**src/rtl/mem_access_ctrl.sv**
```systemverilog
`default_nettype none
// +--------------------------------------------------------------------------+
// | mem_access_ctrl: load/store unit bridging pipeline requests to a 64-bit  |
// | aligned memory bus with lane steering, extension and bus timeout.        |
// | Revision: 1.0                                                            |
// +--------------------------------------------------------------------------+
module mem_access_ctrl #(
  parameter int TIMEOUT = 255
) (
  input  logic        clk,
  input  logic        rstn,
  input  logic        req_valid,
  output logic        req_ready,
  input  logic        req_we,
  input  logic [63:0] req_addr,
  input  logic [63:0] req_wdata,
  input  logic [2:0]  req_width,
  output logic        mem_req,
  output logic [63:0] mem_addr,
  output logic        mem_wen,
  output logic [7:0]  mem_wmask,
  output logic [63:0] mem_wdata,
  input  logic        mem_ack,
  input  logic [63:0] mem_rdata,
  output logic        resp_valid,
  output logic [63:0] resp_data,
  output logic [1:0]  resp_err
);

  typedef enum logic [1:0] {
    IDLE = 2'd0,
    BUS  = 2'd1,
    RESP = 2'd2
  } state_t;

  localparam logic [7:0] CNT_LAST = 8'(TIMEOUT - 1);

  localparam logic [2:0] W_NONE = 3'b000;
  localparam logic [2:0] W_D    = 3'b001;
  localparam logic [2:0] W_W    = 3'b010;
  localparam logic [2:0] W_H    = 3'b011;
  localparam logic [2:0] W_B    = 3'b100;
  localparam logic [2:0] W_WU   = 3'b101;
  localparam logic [2:0] W_HU   = 3'b110;
  localparam logic [2:0] W_BU   = 3'b111;

  state_t      state_q, state_d;
  logic [7:0]  cnt_q, cnt_d;
  logic        we_q, we_d;
  logic [2:0]  addr_lo_q, addr_lo_d;
  logic [2:0]  width_q, width_d;
  logic        mem_req_q, mem_req_d;
  logic [63:0] mem_addr_q, mem_addr_d;
  logic        mem_wen_q, mem_wen_d;
  logic [7:0]  mem_wmask_q, mem_wmask_d;
  logic [63:0] mem_wdata_q, mem_wdata_d;
  logic        resp_valid_q, resp_valid_d;
  logic [63:0] resp_data_q, resp_data_d;
  logic [1:0]  resp_err_q, resp_err_d;

  logic        misaligned;
  logic        illegal_store;
  logic [7:0]  store_mask;
  logic [63:0] load_result;

  function automatic logic [63:0] load_ext(input logic [63:0] rdata,
                                           input logic [2:0]  lo,
                                           input logic [2:0]  width);
    logic [63:0] sh;
    sh = rdata >> {lo, 3'b000};
    case (width)
      W_D:     load_ext = sh;
      W_W:     load_ext = {{32{sh[31]}}, sh[31:0]};
      W_H:     load_ext = {{48{sh[15]}}, sh[15:0]};
      W_B:     load_ext = {{56{sh[7]}}, sh[7:0]};
      W_WU:    load_ext = {32'd0, sh[31:0]};
      W_HU:    load_ext = {48'd0, sh[15:0]};
      W_BU:    load_ext = {56'd0, sh[7:0]};
      default: load_ext = 64'd0;
    endcase
  endfunction

  always_comb begin
    misaligned = 1'b0;
    case (req_width)
      W_D:        misaligned = (req_addr[2:0] != 3'b000);
      W_W, W_WU:  misaligned = (req_addr[1:0] != 2'b00);
      W_H, W_HU:  misaligned = req_addr[0];
      default:    misaligned = 1'b0;
    endcase
  end

  // Unsigned widths have no meaning for stores.
  assign illegal_store = req_we && req_width[2] && (req_width[1:0] != 2'b00);

  always_comb begin
    store_mask = 8'h00;
    case (req_width)
      W_D:     store_mask = 8'hFF;
      W_W:     store_mask = 8'h0F << {req_addr[2], 2'b00};
      W_H:     store_mask = 8'h03 << {req_addr[2:1], 1'b0};
      W_B:     store_mask = 8'h01 << req_addr[2:0];
      default: store_mask = 8'h00;
    endcase
  end

  assign load_result = load_ext(mem_rdata, addr_lo_q, width_q);

  always_comb begin
    state_d      = state_q;
    cnt_d        = cnt_q;
    we_d         = we_q;
    addr_lo_d    = addr_lo_q;
    width_d      = width_q;
    mem_req_d    = mem_req_q;
    mem_addr_d   = mem_addr_q;
    mem_wen_d    = mem_wen_q;
    mem_wmask_d  = mem_wmask_q;
    mem_wdata_d  = mem_wdata_q;
    resp_valid_d = 1'b0;
    resp_data_d  = resp_data_q;
    resp_err_d   = resp_err_q;

    case (state_q)
      IDLE: begin
        if (req_valid) begin
          we_d      = req_we;
          addr_lo_d = req_addr[2:0];
          width_d   = req_width;
          if (req_width == W_NONE || misaligned || illegal_store) begin
            state_d      = RESP;
            resp_valid_d = 1'b1;
            resp_data_d  = 64'd0;
            resp_err_d   = illegal_store ? 2'b11 : (misaligned ? 2'b01 : 2'b00);
          end else begin
            state_d     = BUS;
            cnt_d       = 8'd0;
            mem_req_d   = 1'b1;
            mem_addr_d  = {req_addr[63:3], 3'b000};
            mem_wen_d   = req_we;
            mem_wmask_d = req_we ? store_mask : 8'h00;
            mem_wdata_d = req_we ? (req_wdata << {req_addr[2:0], 3'b000}) : 64'd0;
          end
        end
      end
      BUS: begin
        // Ack is checked first so it wins over a simultaneous timeout.
        if (mem_ack) begin
          state_d      = RESP;
          mem_req_d    = 1'b0;
          mem_wen_d    = 1'b0;
          mem_wmask_d  = 8'h00;
          resp_valid_d = 1'b1;
          resp_err_d   = 2'b00;
          resp_data_d  = we_q ? 64'd0 : load_result;
        end else if (cnt_q == CNT_LAST) begin
          state_d      = RESP;
          mem_req_d    = 1'b0;
          mem_wen_d    = 1'b0;
          mem_wmask_d  = 8'h00;
          resp_valid_d = 1'b1;
          resp_err_d   = 2'b10;
          resp_data_d  = 64'd0;
        end else begin
          cnt_d = cnt_q + 8'd1;
        end
      end
      RESP:    state_d = IDLE;
      default: state_d = IDLE;
    endcase
  end

  always_ff @(posedge clk or negedge rstn) begin
    if (!rstn) begin
      state_q      <= IDLE;
      cnt_q        <= 8'd0;
      we_q         <= 1'b0;
      addr_lo_q    <= 3'd0;
      width_q      <= 3'd0;
      mem_req_q    <= 1'b0;
      mem_addr_q   <= 64'd0;
      mem_wen_q    <= 1'b0;
      mem_wmask_q  <= 8'h00;
      mem_wdata_q  <= 64'd0;
      resp_valid_q <= 1'b0;
      resp_data_q  <= 64'd0;
      resp_err_q   <= 2'b00;
    end else begin
      state_q      <= state_d;
      cnt_q        <= cnt_d;
      we_q         <= we_d;
      addr_lo_q    <= addr_lo_d;
      width_q      <= width_d;
      mem_req_q    <= mem_req_d;
      mem_addr_q   <= mem_addr_d;
      mem_wen_q    <= mem_wen_d;
      mem_wmask_q  <= mem_wmask_d;
      mem_wdata_q  <= mem_wdata_d;
      resp_valid_q <= resp_valid_d;
      resp_data_q  <= resp_data_d;
      resp_err_q   <= resp_err_d;
    end
  end

  assign req_ready  = (state_q == IDLE);
  assign mem_req    = mem_req_q;
  assign mem_addr   = mem_addr_q;
  assign mem_wen    = mem_wen_q;
  assign mem_wmask  = mem_wmask_q;
  assign mem_wdata  = mem_wdata_q;
  assign resp_valid = resp_valid_q;
  assign resp_data  = resp_data_q;
  assign resp_err   = resp_err_q;

endmodule
`default_nettype wire

```
**config.mk**
```make
export PLATFORM = sky130hd
export DESIGN_NAME = mem_access_ctrl
export DESIGN_NICKNAME = d
export VERILOG_FILES = /design/src/rtl/mem_access_ctrl.sv
export SDC_FILE = /design/constraint.sdc
export NUM_CORES = 1
export LEC_CHECK = 0
export ABC_CLOCK_PERIOD_IN_PS = 4900
export CELL_PAD_IN_SITES_DETAIL_PLACEMENT = 0
export CELL_PAD_IN_SITES_GLOBAL_PLACEMENT = 1
export CORE_MARGIN = 10
export CORE_UTILIZATION = 38
export DETAILED_ROUTE_END_ITERATION = 16
export PLACE_DENSITY = 0.92
export SYNTH_ARGS = -nofsm -noshare
export SYNTH_HDL_FRONTEND = slang
export SYNTH_SLANG_ARGS = --single-unit
```
**constraint.sdc**
```tcl
create_clock -name clk -period 4.9 [get_ports clk]
set_input_delay 0.49 -clock clk [delete_from_list [all_inputs] [get_ports clk]]
set_output_delay 0.49 -clock clk [all_outputs]
set_load 0.005 [all_outputs]
```
==> flow_summary_export.csv, run 1 <==
group,metric,value,unit
routing,drt_first_pass_iters,5,
layout,nNetsFinal,1728,
routing,drcViolationCount,0,
setup_path,crit_chain,"mux2_2, mux4_2, o2111a_1, a211oi_1, o2bb2ai_1",
pwr,static-leakage-power,7.068,nW
synthesis,ys_seq_area_frac,0.4408,
floorplanning,placementRows,66,
layout,layout-drive-gt1-share,0.1458,
synthesis,ys_ff_latch,219,
pwr,powerDensity,471.2,nW/µm²
synthesis,syn_area_per_cell,10.47,µm²
job,max_cap_viol_count,0,
setup_path,r2r_end,"resp_data[50]",
setup_path,r2r_start,"addr_lo_q[1]",
layout,fin_cells,1988,
timing,period_share,0.6373,
placed_design,dp_hpwl,35910,µm
timing,finalSetupViolCount,0,
setup_path,crit_arrival,3.50,ns
clock_tree,holdBufCountCts,0,
setup_path,rrSetupSlack,1.78,ns
placed_design,placed_area,16660,µm²
routing,vias_per_cell,5.635,
synthesis,synth_area_leaders,"dfrtp_1 (44%), mux2_2 (9.1%), mux4_2 (7.8%), o2bb2ai_1 (4.5%), mux2i_1 (4.3%)",
synthesis,synth_top_cell_by_area,"dfrtp_1",
routing,dr.first_iter.drc_count,861,
setup_path,crit_start,"addr_lo_q[1]",
setup_path,path_max_fanout,35,
layout,ff_latch_area,5483,µm²
routing,ant_nets,0,
setup_path,slowest_delay,0.84,ns
grt,grt_pass1_vias,11640,
routing,vias,11200,
timing,period_needed,3.123,ns
synthesis,yosys_warnings,0,
synthesis,synth_cell_types,60,
timing,slew_violations,0,
clock_tree,cts_sinks,219,
synthesis,syn_inst,1188,
placed_design,portBuffers,402,
synthesis,synth-async-reset-ratio,1.000,
setup_path,critPathKind,"reg -> reg",
setup_path,worstRegToRegCells,5,
setup_path,crit_slowest_cell,"dfrtp_2",
layout,multi_input_area,6372,µm²
pwr,vdd_drop_max,0.0002694,V
floorplanning,start_util,0.3841,
clock_tree,root_buffer,"clkbuf_16",
floorplanning,core-area,32370,µm²
floorplanning,dieArea,40350,µm²
grt,met2_usage,0.3848,
setup_path,critPathBufInv,0,
setup_path,crit_family,"compound AO/OA/AOI/OAI gates",
placed_design,dp.cells,1940,
timing,timing.fmax,0.3202,GHz
timing,worst_pin_slew,1.225,ns
timing,slew_headroom,0.1831,
grt,grt.met1_usage,0.2713,
pwr,fin_total_pwr,8.275,mW
synthesis,netlist_area,12430,µm²
floorplanning,io-pin-count,406,
clock_tree,cts_resized,0,
clock_tree,clockBufferDepth,3,
clock_tree,numCtsBuffers,26,
layout,syn_to_final_growth,41.25,%
routing,detail_route.wl_per_cell,24.25,µm
clock_tree,cts_tree,"built",
clock_tree,worstSkewPairLatency,0.53,ns
grt,globalRouteTotalUtil,0.2304,
grt,antenna_found_initial,9,
clock_tree,post-cts-setup-buffers,0,
grt,overflow,0,
floorplanning,die_h,200.9,µm
setup_path,cp-start-kind,"register",
grt,grt_pass1_wl,73170,µm
floorplanning,die_w,200.9,µm
routing,drt_wl_total,48200,µm
layout,fill_cells,2879,
synthesis,synth_ff_type,"dfrtp_1",
clock_tree,cts_max_level,1,
worst_hold_path,hp-class,"in -> async",
synthesis,synth-edff-count,0,
setup_path,critPathRequiredTime,5.27,ns
setup_path,crit_path_end_kind,"register",
synthesis,post-synth-top-area-fraction,0.4408,
layout,final_area,17560,µm²
placed_design,gp_congestion,0.9518,
timing,fin_skew,0.02141,ns
run_status,outcome,"complete, no violations",
timing,tns,0,ns
timing,hold_violations,0,
grt,grt_use_met3,0.07988,
timing,rsz0062_at_grt,"no",
grt,grt_busiest_layer,"met2",
clock_tree,path_clk_slew,0.06,ns
grt,grt_max_degree,122,
## flip-flops by register name, indices dropped and copies added, names as in the netlist, 2 cells and up
name       cells
mem_wdata     64
resp_data     64
mem_addr      61
cnt_q          8
mem_wmask      8
addr_lo_q      3
width_q        3
resp_err       2
state_q        2
## cells by family after synthesis
kind of cell             share of synthesized area
AO/OA/AOI/OAI                               0.1714
other                                    0.0003016
adder cells (fa/ha/maj)                   0.002012
multiplexers                                0.2132
buffers and inverters                      0.04951
flip-flops                                  0.4408
AND/OR/NAND/NOR                             0.1228
## through the flow
| step | hold WS, ns | utilization | setup slack (ns) |
|---|---|---|---|
| floorplan | 0.1944 | - | 2.722 |
| global placement | 0.4598 | 0.5147 | 1.822 |
| finish | 0.02677 | 0.5425 | 1.777 |
| CTS | 0.09078 | 0.5423 | 1.810 |
| detailed placement | 0.4700 | 0.5147 | 1.731 |
| global route | 0.1086 | 0.5423 | 1.635 |
## power by group
part	switching, mW	internal, mW	total, mW
sequential	0.404	2.34	2.74
clock	0.767	1.25	2.01
combinational	1.59	1.92	3.51
## Yosys cell counts, drive strengths merged, types with 26 or more instances
cell,count
mux4,43
a211oi,27
nor2,70
dfrtp,219
mux2,102
o21ai,100
nor3,51
o31ai,26
clkbuf,41
mux2i,53
o2bb2ai,64
nand2,137
buf,73
## worst reg2reg max path, cell delays in order, from the launching register on
cell and delay (ns):
dfrtp_2 0.84, mux2_2 0.42, mux4_2 0.49, o2111a_1 0.68, a211oi_1 0.46, o2bb2ai_1 0.09
## worst max path at each step
stage	cells after the start	end
CTS	5	resp_data[50]
finish	5	resp_data[50]
global placement	6	resp_data[49]
floorplan	7	mem_addr[26]
detailed placement	6	resp_data[50]
global route	5	resp_data[50]
## final cells by class
type                       instances  share of cell area
antenna                            3           0.0004275
clock inverter                     7            0.006555
inverter                          14            0.002992
multi-input combinational        843              0.3629
tap                              442             0.03149
timing repair buffer             422              0.2392
clock buffer                      38             0.04424
sequential                       219              0.3122
## routing by layer
metal,part of all wire,wire [µm]
met2,0.49,23440
met1,0.38,18390
met5,0.0015,73
met3,0.098,4701
met4,0.033,1601
## placed cells by master, fill, tap and decap left out, drive strengths merged, types with 3 or more instances in the layout
cell	count
clkdlybuf4s50	398
dfrtp	219
nand2	137
mux2	102
o21ai	100
nor2	70
o2bb2ai	64
mux2i	53
nor3	51
mux4	43
clkbuf	38
a211oi	27
o31ai	26
buf	24
nand3	20
nor2b	20
a22oi	20
a21oi	18
nand2b	15
inv	13
a2bb2oi	8
o31a	7
a31oi	7
o22ai	5
a221oi	5
or2	4
o211a	4
nor3b	4
diode	3
o21a	3
o32ai	3
conb	3
bufinv	3
clkinv	3
(Power assumes the default switching activity.)
==> run 2: changes to the inputs <==
Settings changed: ABC_CLOCK_PERIOD_IN_PS 4900 to 2500, CORE_UTILIZATION 38 to 32, PLACE_DENSITY 0.92 to 0.83.
Clock period 4.9 ns to 2.5 ns, I/O delays scaled along.
==> flow_summary_export.csv, run 2 (synthesis gave the netlist of run 1 again) <==
group,metric,value,unit
layout,fill_cells,3602,
routing,drt_first_pass_iters,5,
routing,vias_per_cell,5.421,
setup_path,crit_path_end_kind,"register",
run_status,outcome,"complete, no violations",
job,max_cap_viol_count,0,
pwr,vdd_drop_max,0.0004956,V
grt,grt_pass1_wl,75800,µm
setup_path,rrSetupSlack,0.08,ns
clock_tree,cts_tree,"built",
timing,finalSetupViolCount,0,
layout,layout-drive-gt1-share,0.1890,
placed_design,portBuffers,402,
setup_path,worstRegToRegCells,7,
layout,diodes,0,
pwr,intPower,11.34,mW
routing,detail_route.wl_per_cell,23.37,µm
timing,fin_skew,0.007660,ns
worst_hold_path,hold_path_depth,3,
grt,grt_pass1_vias,11950,
grt,grt_max_degree,79,
clock_tree,cts_sinks,219,
clock_tree,root_buffer,"clkbuf_16",
layout,multi_input_area,6369,µm²
floorplanning,start_util,0.3225,
layout,final_area,18440,µm²
worst_hold_path,hp-class,"in -> reg",
setup_path,path_max_fanout,18,
layout,nNetsFinal,1808,
clock_tree,path_clk_slew,0.06,ns
timing,timing.hold.ws,0.04817,ns
setup_path,slowest_delay,0.50,ns
layout,final_cell_mix,"clkdlybuf4s50_1 (398), dfrtp_1 (217), nand2_1 (137)",
clock_tree,numCtsBuffers,27,
pwr,p_sw_frac,0.3337,
placed_design,dp_hpwl,38410,µm
floorplanning,io-pin-count,406,
setup_path,crit_arrival,2.82,ns
layout,final_common_cell,"clkdlybuf4s50_1",
setup_path,r2r_start,"addr_lo_q[1]",
routing,vias,11610,
setup_path,critPathBufInv,2,
pwr,clkPwrFrac,0.238,
worst_hold_path,min_from,"req_addr[0]",
timing,period_needed,2.417,ns
setup_path,critPathRequiredTime,2.90,ns
routing,ant_nets,0,
setup_path,crit_slowest_cell,"mux4_2",
floorplanning,placementRows,72,
grt,antenna_found_initial,1,
timing,period_share,0.9669,
placed_design,placed_area,17500,µm²
worst_hold_path,hold_end,"addr_lo_q[0]",
floorplanning,die_w,217.1,µm
setup_path,cp-start-kind,"register",
timing,slew_headroom,0.5068,
clock_tree,worstSkewPairLatency,0.55,ns
clock_tree,clockBufferDepth,3,
placed_design,gp_congestion,0.9457,
grt,globalRouteTotalUtil,0.2037,
setup_path,critPathKind,"reg -> reg",
setup_path,crit_family,"multiplexers",
routing,drcViolationCount,0,
timing,worst_pin_slew,0.7398,ns
setup_path,crit_chain,"mux2_2, mux4_2, o2111a_1, buf_12, buf_4, a211oi_1, o2bb2ai_1",
timing,slew_violations,0,
timing,hold_violations,0,
timing,timing.fmax,0.4137,GHz
routing,dr.first_iter.drc_count,932,
layout,syn_to_final_growth,48.29,%
layout,ff_latch_area,5483,µm²
pwr,fin_total_pwr,17.02,mW
layout,postLayoutCoreUtil,0.4782,
floorplanning,dieArea,47140,µm²
pwr,power_frac_seq,0.310,
pwr,combPwrFrac,0.452,
pwr,static-leakage-power,7.541,nW
floorplanning,core-area,38560,µm²
setup_path,r2r_end,"resp_data[59]",
floorplanning,die_h,217.1,µm
grt,overflow,0,
clock_tree,cts_max_level,1,
routing,drt_wl_total,50050,µm
pwr,powerDensity,923.0,nW/µm²
timing,rsz0062_at_grt,"no",
pwr,p_switching,5.679,mW
## run 2: tightest hold or removal path, cell delays in order
cell and delay (ns):
buf_4 0.16, nand2_1 0.07, o21ai_0 0.06
## run 2: power groups by stage
stage	combinational, mW	clock (mW)	sequential (mW)
2_1_floorplan	3.48	0	5.25
3_3_place_gp	7.58	0	5.29
3_5_place_dp	7.68	0	5.32
4_1_cts	7.72	4.18	5.28
5_1_grt	8.24	4.31	5.40
6_report	7.69	4.05	5.28
## run 2: through the flow
stage	setup slack (ns)	instances	TNS, ns
finish	0.08278	2142	0
global route	0.007799	2142	0
CTS	0.08898	2140	0
detailed placement	-0.1152	2092	-1.696
global placement	-0.07908	2092	-0.7517
floorplan	0.4590	1190	0
## run 2: routing by layer
layer  routed length (µm)  up-vias  GRT usage
li1                     -     5233          -
met1                19640     5708     0.2506
met2                24110      566     0.3363
met3                 4775      103    0.06033
met4                 1518        2    0.06595
met5                   10        -          0
## run 2: repair_timing
action	CTS	global route
setup buffers	0	2
endpoints found under the hold margin	72	0
hold buffers	1	0
endpoints found under the setup margin	0	3
resized for setup	0	1
## run 2: area by class of cell
class / instances / share of cell area
clock buffers: 38 / 0.04268
clock inverters: 9 / 0.006718
inverters: 14 / 0.002850
multi-input cells: 843 / 0.3454
flip-flops and latches: 219 / 0.2974
well taps: 518 / 0.03515
repair buffers: 501 / 0.2698
## run 2: how the worst max path moves through the flow
stage	startpoint	to	slack [ns]	cells after the start
floorplan	addr_lo_q[1]	resp_data[27]	0.46	7
global placement	mem_rdata[63]	resp_data[48]	-0.08	8
detailed placement	mem_rdata[63]	resp_data[59]	-0.12	8
CTS	addr_lo_q[1]	resp_data[59]	0.09	7
global route	addr_lo_q[1]	resp_data[52]	0.008	7
finish	addr_lo_q[1]	resp_data[59]	0.08	7
